==> src/rtl/raster_frame_reader.sv <==
// raster_frame_reader
// Measurement sink for the triangle raster stream. Pixels arrive one bit per
// cycle in scan order: rows from MAX_LINHAS down to 0, columns 0 up to
// MAX_COLUNAS within each row. For every complete frame the block reports the
// number of inside pixels and their bounding box on a valid/ready result port.
//
// Ports:
//   clk        clock, all state changes on the rising edge
//   rst_n      asynchronous active-low reset
//   pix_valid  pixel present on pix_in
//   pix_ready  block accepts a pixel (transfer on pix_valid & pix_ready)
//   pix_in     1 = pixel inside the triangle, 0 = outside
//   pix_first  marks the first pixel of a frame (forces position to x=0, y=MAX_LINHAS)
//   res_valid  frame result available
//   res_ready  result consumed (transfer on res_valid & res_ready)
//   res_count  number of inside pixels in the frame
//   res_xmin / res_xmax / res_ymin / res_ymax  inside-pixel bounding box
//   res_empty  frame had no inside pixel (bounding box then reads 0)
//   sync_err   one-cycle pulse when pix_first arrives away from the frame start
module raster_frame_reader #(
    parameter int MAX_LINHAS  = 50,
    parameter int MAX_COLUNAS = 75,
    parameter int CW          = 13
) (
    input  logic          clk,
    input  logic          rst_n,
    input  logic          pix_valid,
    output logic          pix_ready,
    input  logic          pix_in,
    input  logic          pix_first,
    output logic          res_valid,
    input  logic          res_ready,
    output logic [CW-1:0] res_count,
    output logic [9:0]    res_xmin,
    output logic [9:0]    res_xmax,
    output logic [9:0]    res_ymin,
    output logic [9:0]    res_ymax,
    output logic          res_empty,
    output logic          sync_err
);

    localparam logic [9:0]    LAST_X = 10'(MAX_COLUNAS);
    localparam logic [9:0]    TOP_Y  = 10'(MAX_LINHAS);
    localparam logic [CW-1:0] ZERO_C = {CW{1'b0}};
    localparam logic [CW-1:0] ONE_C  = {{(CW-1){1'b0}}, 1'b1};

    typedef enum logic [0:0] {
        ST_ACCUM  = 1'b0,
        ST_RESULT = 1'b1
    } state_t;

    state_t        state_r, state_s;
    logic [9:0]    x_r, x_s, y_r, y_s;
    logic [CW-1:0] count_r, count_s;
    logic [9:0]    xmin_r, xmin_s, xmax_r, xmax_s;
    logic [9:0]    ymin_r, ymin_s, ymax_r, ymax_s;
    logic          have_px_r, have_px_s;
    logic          pix_ready_r, pix_ready_s;
    logic          res_valid_r, res_valid_s;
    logic          res_empty_r, res_empty_s;
    logic          sync_err_r, sync_err_s;

    // Effective position and accumulator base for the pixel being taken; a
    // pix_first pixel sees the frame start and cleared accumulators.
    logic [9:0]    eff_x_s, eff_y_s;
    logic [CW-1:0] base_count_s;
    logic [9:0]    base_xmin_s, base_xmax_s, base_ymin_s, base_ymax_s;
    logic          base_have_s;
    logic          take_s;

    assign take_s = pix_valid & pix_ready_r;

    // Next-state, accumulation and position advance
    always_comb begin
        state_s      = state_r;
        x_s          = x_r;
        y_s          = y_r;
        count_s      = count_r;
        xmin_s       = xmin_r;
        xmax_s       = xmax_r;
        ymin_s       = ymin_r;
        ymax_s       = ymax_r;
        have_px_s    = have_px_r;
        sync_err_s   = 1'b0;
        eff_x_s      = x_r;
        eff_y_s      = y_r;
        base_count_s = count_r;
        base_xmin_s  = xmin_r;
        base_xmax_s  = xmax_r;
        base_ymin_s  = ymin_r;
        base_ymax_s  = ymax_r;
        base_have_s  = have_px_r;

        case (state_r)
            ST_ACCUM: begin
                if (take_s) begin
                    if (pix_first) begin
                        eff_x_s      = 10'd0;
                        eff_y_s      = TOP_Y;
                        base_count_s = ZERO_C;
                        base_xmin_s  = 10'd0;
                        base_xmax_s  = 10'd0;
                        base_ymin_s  = 10'd0;
                        base_ymax_s  = 10'd0;
                        base_have_s  = 1'b0;
                        // Resync only when the counters disagree with the marker
                        sync_err_s   = (x_r != 10'd0) || (y_r != TOP_Y);
                    end else begin
                        eff_x_s = x_r;
                        eff_y_s = y_r;
                    end

                    if (pix_in) begin
                        count_s   = base_count_s + ONE_C;
                        have_px_s = 1'b1;
                        if (base_have_s) begin
                            xmin_s = (eff_x_s < base_xmin_s) ? eff_x_s : base_xmin_s;
                            xmax_s = (eff_x_s > base_xmax_s) ? eff_x_s : base_xmax_s;
                            ymin_s = (eff_y_s < base_ymin_s) ? eff_y_s : base_ymin_s;
                            ymax_s = (eff_y_s > base_ymax_s) ? eff_y_s : base_ymax_s;
                        end else begin
                            xmin_s = eff_x_s;
                            xmax_s = eff_x_s;
                            ymin_s = eff_y_s;
                            ymax_s = eff_y_s;
                        end
                    end else begin
                        count_s   = base_count_s;
                        xmin_s    = base_xmin_s;
                        xmax_s    = base_xmax_s;
                        ymin_s    = base_ymin_s;
                        ymax_s    = base_ymax_s;
                        have_px_s = base_have_s;
                    end

                    if (eff_x_s == LAST_X) begin
                        x_s = 10'd0;
                        if (eff_y_s == 10'd0) begin
                            // Last pixel of the frame is included above
                            y_s     = eff_y_s;
                            state_s = ST_RESULT;
                        end else begin
                            y_s = eff_y_s - 10'd1;
                        end
                    end else begin
                        x_s = eff_x_s + 10'd1;
                        y_s = eff_y_s;
                    end
                end else begin
                    state_s = ST_ACCUM;
                end
            end
            ST_RESULT: begin
                if (res_ready) begin
                    state_s   = ST_ACCUM;
                    x_s       = 10'd0;
                    y_s       = TOP_Y;
                    count_s   = ZERO_C;
                    xmin_s    = 10'd0;
                    xmax_s    = 10'd0;
                    ymin_s    = 10'd0;
                    ymax_s    = 10'd0;
                    have_px_s = 1'b0;
                end else begin
                    state_s = ST_RESULT;
                end
            end
            default: begin
                state_s   = ST_ACCUM;
                x_s       = 10'd0;
                y_s       = TOP_Y;
                count_s   = ZERO_C;
                xmin_s    = 10'd0;
                xmax_s    = 10'd0;
                ymin_s    = 10'd0;
                ymax_s    = 10'd0;
                have_px_s = 1'b0;
            end
        endcase

        pix_ready_s = (state_s == ST_ACCUM);
        res_valid_s = (state_s == ST_RESULT);
        res_empty_s = res_valid_s && (count_s == ZERO_C);
    end

    // State, accumulator and registered output update
    always_ff @(posedge clk or negedge rst_n) begin
        if (!rst_n) begin
            state_r     <= ST_ACCUM;
            x_r         <= 10'd0;
            y_r         <= TOP_Y;
            count_r     <= ZERO_C;
            xmin_r      <= 10'd0;
            xmax_r      <= 10'd0;
            ymin_r      <= 10'd0;
            ymax_r      <= 10'd0;
            have_px_r   <= 1'b0;
            pix_ready_r <= 1'b0;
            res_valid_r <= 1'b0;
            res_empty_r <= 1'b0;
            sync_err_r  <= 1'b0;
        end else begin
            state_r     <= state_s;
            x_r         <= x_s;
            y_r         <= y_s;
            count_r     <= count_s;
            xmin_r      <= xmin_s;
            xmax_r      <= xmax_s;
            ymin_r      <= ymin_s;
            ymax_r      <= ymax_s;
            have_px_r   <= have_px_s;
            pix_ready_r <= pix_ready_s;
            res_valid_r <= res_valid_s;
            res_empty_r <= res_empty_s;
            sync_err_r  <= sync_err_s;
        end
    end

    assign pix_ready = pix_ready_r;
    assign res_valid = res_valid_r;
    assign res_count = count_r;
    assign res_xmin  = xmin_r;
    assign res_xmax  = xmax_r;
    assign res_ymin  = ymin_r;
    assign res_ymax  = ymax_r;
    assign res_empty = res_empty_r;
    assign sync_err  = sync_err_r;

endmodule

==> config.mk <==
export PLATFORM = sky130hd
export DESIGN_NAME = raster_frame_reader
export DESIGN_NICKNAME = d
export VERILOG_FILES = /design/src/rtl/raster_frame_reader.sv
export SDC_FILE = /design/constraint.sdc
export NUM_CORES = 1
export LEC_CHECK = 0
export CAP_MARGIN = 20
export CORE_MARGIN = 1.5
export CORE_UTILIZATION = 51
export CTS_BUF_LIST = sky130_fd_sc_hd__clkbuf_16
export CTS_CLUSTER_SIZE = 24
export DETAILED_ROUTE_END_ITERATION = 6
export HOLD_SLACK_MARGIN = 0.05
export PLACE_DENSITY = 0.77
export RECOVER_POWER = 100
export SLEW_MARGIN = 20
export SYNTH_ARGS = -nofsm -noshare
export SYNTH_HDL_FRONTEND = slang
export SYNTH_SLANG_ARGS = --single-unit
==> constraint.sdc <==
create_clock -name clk -period 2.9 [get_ports clk]
set_clock_uncertainty 0.05 [all_clocks]
set_input_delay 0.435 -clock clk [delete_from_list [all_inputs] [get_ports clk]]
set_output_delay 0.435 -clock clk [all_outputs]
set_load 0.02 [all_outputs]
==> results of run 1 <==
## worst register-to-register path, stage by stage, from the launching register on
cell     delay (ps)
dfrtp_1         400
nand4_1         170
buf_4           180
buf_4           130
or3_4           380
a32o_2          260
or4_4           540
or4_4           430
nor4_2          210
## registers in the layout, summed over array words and instances, names as in the netlist
| signal | count |
|---|---|
| res_xmin | 10 |
| sync_err | 1 |
| res_valid | 1 |
| have_px_r | 1 |
| res_ymin | 10 |
| pix_ready | 1 |
| x_r | 10 |
| res_ymax | 10 |
| res_empty | 1 |
| res_xmax | 10 |
| y_r | 10 |
| res_count | 13 |
## Yosys cell counts, types with 3 or more instances
master,n
or4_1,3
nor4_1,5
a22o_1,26
nand2_1,94
a32o_1,15
o211ai_1,6
a31oi_1,4
nand2b_1,12
a21oi_1,24
o2bb2ai_1,9
a31o_2,3
nand3_1,15
o31ai_1,6
a211oi_1,3
nor4b_1,4
nand4_1,8
dfrtp_1,75
inv_1,29
or3_1,3
o22ai_1,5
nor2_1,33
xnor2_1,4
clkbuf_1,19
o31a_1,3
buf_1,4
a32oi_1,3
dfstp_2,3
and3_1,6
ha_1,33
xor2_1,3
nor2b_1,12
o311a_1,3
o21ai_0,41
nor3_1,7
## worst min-delay path by stage
stage | startpoint | endpoint | depth (start not counted)
3_3_place_gp | y_r[1]$_DFFE_PN1P_ | y_r[1]$_DFFE_PN1P_ | 2
6_report | res_xmax[2]$_DFFE_PN0P_ | res_xmax[2]$_DFFE_PN0P_ | 1
2_1_floorplan | rst_n | have_px_r$_DFFE_PN0P_ | 0
4_1_cts | rst_n | res_count[6]$_DFF_PN0_ | 1
3_5_place_dp | y_r[1]$_DFFE_PN1P_ | y_r[1]$_DFFE_PN1P_ | 2
5_1_grt | y_r[1]$_DFFE_PN1P_ | y_r[1]$_DFFE_PN1P_ | 2
## stage by stage
stage	util [%]	std cells	worst slack [ps]	hold slack, ps
CTS	75.6	863	4.28	269
global placement	71.0	843	-402	428
floorplan	-	564	-46.2	89.4
finish	75.1	869	44.9	459
detailed placement	71.0	843	-445	437
global route	75.1	869	-9.74	469
## metal layers
layer  part of all wire, %  GRT usage (%)  vias to the layer above
met5                     0              0                        -
met4                   3.4           16.7                        0
met3                   7.0           5.94                       49
met2                    48           55.8                      233
met1                    42           45.3                     2605
li1                      -              -                     2455
## cell type report
| class | count | area [sq um] | area share, % |
|---|---|---|---|
| multi-input cells | 433 | 2920 | 41.7 |
| flip-flops and latches | 78 | 1960 | 27.9 |
| repair buffers | 183 | 1540 | 22.0 |
| clock buffers | 9 | 225 | 3.21 |
| well taps | 129 | 161 | 2.30 |
| inverters | 30 | 113 | 1.61 |
| clock inverters | 7 | 90.1 | 1.29 |
## power groups by stage
stage,registers [W],clock network [W],logic (W)
2_1_floorplan,0.00119,0,0.000230
3_5_place_dp,0.00118,0,0.000477
6_report,0.00116,0.00120,0.000476
3_3_place_gp,0.00118,0,0.000462
5_1_grt,0.00116,0.00127,0.000514
4_1_cts,0.00116,0.00122,0.000493
## cells by family (layout without fill, tap and decap cells)
group,after synthesis,after routing,share of synthesized area (%)
adder cells (fa/ha/maj),33,33,8.31
flip-flops,78,78,39.3
AND/OR/NAND/NOR,217,217,21.5
buffers and inverters,54,229,4.10
multiplexers,1,1,0.227
XOR/XNOR,7,7,1.23
AO/OA/AOI/OAI,174,175,25.2
## what timing repair did
item	CTS	global route
hold buffers	0	0
resized for setup	11	14
gates cloned	2	0
pin swaps	6	8
setup endpoints to repair	33	23
setup buffers	2	6
==> summary.txt, run 1 <==
Layout
  • Ant diodes: 0
  • Nets@finish: 774
  • Commonest non-fill, non-tap cell in the layout: buf_4
  • Fraction of layout cells with a size suffix above 1: 21.5%
  • Filler cell count in the final layout: 722
  • Commonest cells after routing, fill and taps aside: 102 x buf_4, 93 x nand2_1, 75 x dfrtp_1
  • Design area: 7010 sq um
  • P&R area growth vs syn: 41.0%

Timing
  • Minimum clock period: 2860 ps
  • Setup TNS: 0 ps
  • Max Slew Vio Count: between 70 and 80
  • Worst-margin pin slew: 2010 ps
  • Slew HR: -34.2%
  • Final Hold Viols: 0
  • Period utilisation layout: a little over nine tenths
  • Fmax: 350 MHz
  • Final setup fails: 0

Synthesis
  • Syn Inst Count: 564
  • Number of synthesized flops with an enable pin: 0
  • Async SR Flop Fraction: 100%
  • Top-area cell type share of the netlist area: 37.8%
  • Post-synth cell types: just under 70
  • Post-Synthesis Net Count: 603
  • Synth top area cells: dfrtp_1 38%, ha_1 8.3%, nand2_1 7.1%
  • Most used DFF post-synth: dfrtp_1
  • Mapped cell area: 4970 sq um
  • Yosys reg bits: 78
  • Post-synthesis sequential area ratio: between 30% and 40%
  • Yosys warnings: 0
  • Syn Area/Cell: 8.81 sq um
  • Synth area leader: dfrtp_1

Drt
  • # DRC: 0
  • Wirelength, routed: 17300 um
  • TritonRoute pass-1 iters: 5
  • DR vias/cell: roughly 6.1
  • Initial DRC Count: approximately 370
  • Wire length per cell: 19.9 um
  • Vias: approximately 5.3k
  • Final ANT Viol Nets: 0

Power
  • Power Dens Cells: 404 nW/um^2
  • Combinational share of power: 16.8%
  • Internal power: 0.00207 W
  • Register share of total power: 40.9%
  • Clock power share: between 40 and 50%
  • Static Leak: about 3.3 nW
  • Switch Pwr: 0.000767 W
  • Sw Share: a little over a quarter
  • Total power: 0.00283 W
  • Peak supply drop: 336 uV

Critical path
  • Worst Setup EP: res_empty$_DFF_PN0_
  • Buffers and inverters on the worst path: 1
  • Worst setup path startpoint: pix_valid
  • Element type at the critical path end: flop
  • Worst R2R Path Depth: 8
  • Reg2Reg Capture Point: res_empty$_DFF_PN0_
  • Crit path max-delay cell type: or4_4
  • Worst setup SP type: input pin
  • Stages on the worst setup path: 8
  • Reg-to-reg slack, setup: 70 ps
  • WP data arrival: 3040 ps
  • Max incr delay on CP: 540 ps
  • Crit Path Max Fanout: 2
  • Delay-heaviest family, CP: simple AND/OR/NAND/NOR gates
  • Critical path class: input pin to flop
  • Crit path top cell by count: or4_4
  • Reg2reg start: res_count[6]$_DFF_PN0_
  • Worst Path Required: 3090 ps
  • Critical-path cell list: clkdlybuf4s50_1, and4_4, nand3_4, or3_4, a32o_2, or4_4, or4_4, nor4_2

Status
  • Violated checks: capacitance limit, slew limit
  • Outcome: finished, violations left

CTS
  • CTS H-tree lvls: 3
  • Clk pin slew, worst setup/hold paths: 60 ps
  • TritonCTS Buffers: 9
  • CTS tree: done
  • Worst skew pair latency: ~340 ps
  • # clock sinks: 78
  • CTS Buffer Depth: 2
  • CTS Root Cell: clkbuf_16

Global routing
  • First-pass GRT wire length: 27200 um
  • Initial antenna violation count: 0
  • Total gr overflow: 0
  • Pin count of the biggest net entering global routing: 79
  • Total GRT Usage: roughly a third
  • Vias in the first global route: between 5k and 6k

Placement
  • Cell Area, Placed: 6620 sq um
  • Routability Congestion: a little under 1
  • PortBufs: 62
  • HPWL after DPL: ~13000 um

Floorplan
  • Initial core utilization: 53.3%
  • IO Pins: 63
  • Rows: 35
  • Core Box Area: 9330 sq um
  • Die area: 10300 sq um
  • Die X: 102 um
  • Die Ht: 102 um

Min path
  • Hold Path Class: flop to flop

Run
  • Max Cap Viol: 1
No activity file was read; power rests on OpenSTA's default activity.
==> run 2: changes to the inputs <==
CTS_CLUSTER_DIAMETER = 100   (was unset)
==> results of run 2 <==
Final layout, timing and power as in run 1 (identical DEF).
==> run 3: changes to the inputs <==
ABC_AREA = 1   (was unset)
CORE_UTILIZATION = 53   (was 51)
PLACE_DENSITY = 0.78   (was 0.77)
==> run 3 against run 2 <==
The flow now finishes without violations. Non-clock buffer count shrank 55. Cell count grew 39%. Register-to-register slack gained 430 ps. Wire length shrank 2.2%. Die area grew 20%. Power grew 17%. Via count grew 22%. Worst hold slack lost 5.9 ps. Synthesized area grew 25%.
==> summary.txt, run 3 <==
Synthesis
  • Syn Inst Count: 963 (was 564)
  • Post-Synthesis Net Count: 1002 (was 603)
  • Top-area cell type share of the netlist area: 30.1% (was 37.8%)
  • Count leader, synth: nand2_1 (unchanged)
  • Most used DFF post-synth: dfrtp_1 (unchanged)
  • Top post-synthesis cells by count: 356 x nand2_1, 115 x inv_1, 92 x nand3_1, 75 x dfrtp_1, 62 x nor2_1 (was 94 x nand2_1, 75 x dfrtp_1, 41 x o21ai_0, 33 x ha_1, 33 x nor2_1)
  • Yosys reg bits: 78 (unchanged)
  • Synth area leader: dfrtp_1 (unchanged)
  • Post-synth cell types: 43 (was 68)
  • Yosys warnings: 0 (unchanged)
  • Number of synthesized flops with an enable pin: 0 (unchanged)
  • Syn Area/Cell: 6.47 sq um (was 8.81 sq um)
  • Synth top area cells: dfrtp_1 30%, nand2_1 21%, nand3_1 7.4% (was dfrtp_1 38%, ha_1 8.3%, nand2_1 7.1%)
  • Async SR Flop Fraction: 100% (unchanged)
  • Post-synthesis sequential area ratio: 31.4% (was 39.3%)
  • Mapped cell area: 6230 sq um (was 4970 sq um)

Critical path
  • WP data arrival: 2910 ps (was 3040 ps)
  • Worst Path Required: 3120 ps (was 3090 ps)
  • Reg2reg start: res_valid$_DFF_PN0_ (was res_count[6]$_DFF_PN0_)
  • Critical path class: input pin to flop (unchanged)
  • Worst setup path startpoint: pix_first (was pix_valid)
  • Element type at the critical path end: flop (unchanged)
  • Worst setup SP type: input pin (unchanged)
  • Crit Path Max Fanout: 20 (was 2)

Floorplan
  • Initial core utilization: 54.6% (was 53.3%)
  • IO Pins: 63 (unchanged)
  • Die area: 12400 sq um (was 10300 sq um)
  • Die Ht: 111 um (was 102 um)
  • Rows: 39 (was 35)
  • Die X: 111 um (was 102 um)
  • Core Box Area: 11400 sq um (was 9330 sq um)

CTS
  • TritonCTS Buffers: 9 (unchanged)
  • CTS tree: done (unchanged)
  • # clock sinks: 78 (unchanged)
  • CTS H-tree lvls: 3 (unchanged)
  • CTS Root Cell: clkbuf_16 (unchanged)
  • CTS Buffer Depth: 2 (unchanged)
  • Post-CTS setup buffers: 0 (was 2)
  • Worst skew pair latency: 350 ps (was 340 ps)
  • Clk pin slew, worst setup/hold paths: 60 ps (about the same)

Run
  • Max Cap Viol: 0 (was 1)

Timing
  • Setup ws final: 210 ps (was 44.9 ps)
  • Fmax: 372 MHz (was 350 MHz)
  • Unrepaired setup endpoints after global routing: false
  • Worst-margin pin slew: 1120 ps (was 2010 ps)
  • Max Slew Vio Count: 0 (was 79)
  • Setup TNS: 0 ps (unchanged)
  • Final Hold Viols: 0 (unchanged)
  • Final setup fails: 0 (unchanged)
  • Hold slack: 453 ps (was 459 ps)
  • Minimum clock period: 2690 ps (was 2860 ps)
  • Period utilisation layout: 92.8% (was 98.5%)
  • Slew HR: 25.5% (was -34.2%)

Layout
  • Fraction of layout cells with a size suffix above 1: 10.9% (was 21.5%)
  • Nets@finish: 1104 (was 774)
  • P&R area growth vs syn: 21.5% (was 41.0%)
  • Ant diodes: 0 (unchanged)
  • Commonest non-fill, non-tap cell in the layout: nand2_1 (was buf_4)
  • Filler cell count in the final layout: 1067 (was 722)
  • Commonest cells after routing, fill and taps aside: 356 x nand2_1, 120 x inv_1, 93 x nand3_1 (was 102 x buf_4, 93 x nand2_1, 75 x dfrtp_1)
  • Largest register FFs: 13 (unchanged)

Drt
  • Wire length per cell: 13.9 um (was 19.9 um)
  • Initial DRC Count: 495 (was 366)
  • DR vias/cell: 5.39 (was 6.15)
  • TritonRoute pass-1 iters: 5 (unchanged)
  • Wirelength, routed: 16900 um (was 17300 um)
  • Final ANT Viol Nets: 0 (unchanged)
  • Vias: 6537 (was 5342)
  • # DRC: 0 (unchanged)

Status
  • Outcome: complete, no violations (was finished, violations left)

Placement
  • HPWL after DPL: 12400 um (was 12600 um)
  • Routability Congestion: 0.926 (was 0.971)
  • Pre-CTS setup slack: -96.8 ps (was -445 ps)
  • PortBufs: 62 (unchanged)

Global routing
  • Total gr overflow: 0 (unchanged)
  • First-pass GRT wire length: 29000 um (was 27200 um)
  • Pin count of the biggest net entering global routing: 42 (was 79)
  • Vias in the first global route: 6063 (was 5259)
  • Total GRT Usage: 28.4% (was 34.7%)
  • Initial antenna violation count: 0 (unchanged)

Power
  • Static Leak: 4.08 nW (was 3.35 nW)
  • Power Dens Cells: 438 nW/um^2 (was 404 nW/um^2)
  • Peak supply drop: 352 uV (was 336 uV)

Min path
  • Origin of the worst min-delay path: res_ymin[6]$_DFFE_PN0P_ (was res_xmax[2]$_DFFE_PN0P_)
  • Hold Path Class: flop to flop (unchanged)
[run 3: repair_timing]
item / in CTS / in global routing
hold endpoints to repair: 34 / 0
setup endpoints to repair: 0 / 8
gates resized for setup: 0 / 3
hold buffers: 1 / 0
[run 3: kinds of logic after synthesis]
kind of cell	count (synthesis)	synth area share [%]
AO/OA/AOI/OAI	106	9.90
XOR/XNOR	9	1.27
adder cells (fa/ha/maj)	33	6.63
buffers and inverters	161	10.7
flip-flops	78	31.4
AND/OR/NAND/NOR	576	40.1
[run 3: area by class of cell]
class / count / area (sq um) / area share, %
clock inverters: 6 / 25.0 / 0.331
clock buffers: 9 / 225 / 2.98
flip-flops and latches: 78 / 1960 / 25.8
well taps: 143 / 179 / 2.36
multi-input cells: 724 / 3570 / 47.2
inverters: 124 / 467 / 6.17
repair buffers: 128 / 1140 / 15.1
[run 3: stage by stage]
step,total power (W),cells,utilization (%),cell area [sq um]
6_report,0.00331,1212,66.3,7570
5_1_grt,0.00350,1212,66.3,7570
4_1_cts,0.00337,1212,66.8,7620
3_5_place_dp,0.00236,1196,64.5,7360
3_3_place_gp,0.00234,1196,64.5,7360
2_1_floorplan,0.00193,963,-,6230
[run 3: final timing paths]
| kind | slack [ps] | depth (start not counted) | end |
|---|---|---|---|
| setup / recovery | 210 | 13 | res_empty$_DFF_PN0_ |
| hold / removal | 450 | 2 | res_ymin[6]$_DFFE_PN0P_ |
| setup reg to reg | 500 | 11 | res_empty$_DFF_PN0_ |
| hold reg to reg | 450 | 2 | res_ymin[6]$_DFFE_PN0P_ |
| max in group asynchronous | 530 | 3 | res_xmin[2]$_DFFE_PN0P_ |
| min in group asynchronous | 730 | 2 | res_count[1]$_DFF_PN0_ |
[run 3: metal layers]
layer / up-vias / track usage, % / wire (um)
met5: - / 0 / 0
met4: 0 / 11.1 / 369
met3: 27 / 4.08 / 1220
met2: 243 / 43.9 / 7440
met1: 2985 / 40.5 / 7860
li1: 3282 / - / -
[run 3: power by group]
| group | total (W) | switching, W | internal, W |
|---|---|---|---|
| Combinational | 0.00105 | 0.000640 | 0.000409 |
| Clock | 0.00100 | 0.000441 | 0.000559 |
| Sequential | 0.00126 | 0.0000897 | 0.00117 |
| Total | 0.00331 | 0.00117 | 0.00214 |
[run 3: worst max-delay path, cell delays in order]
cell and delay, ps:
clkdlybuf4s50_1 490, buf_12 210, buf_4 160, nor2_1 180
ha_1 190, nand2_1 80, nor3_2 260, nand2_1 140
o21ai_0 290, nand4_1 150, nor2_1 130, nand3_1 90
nor2_1 110
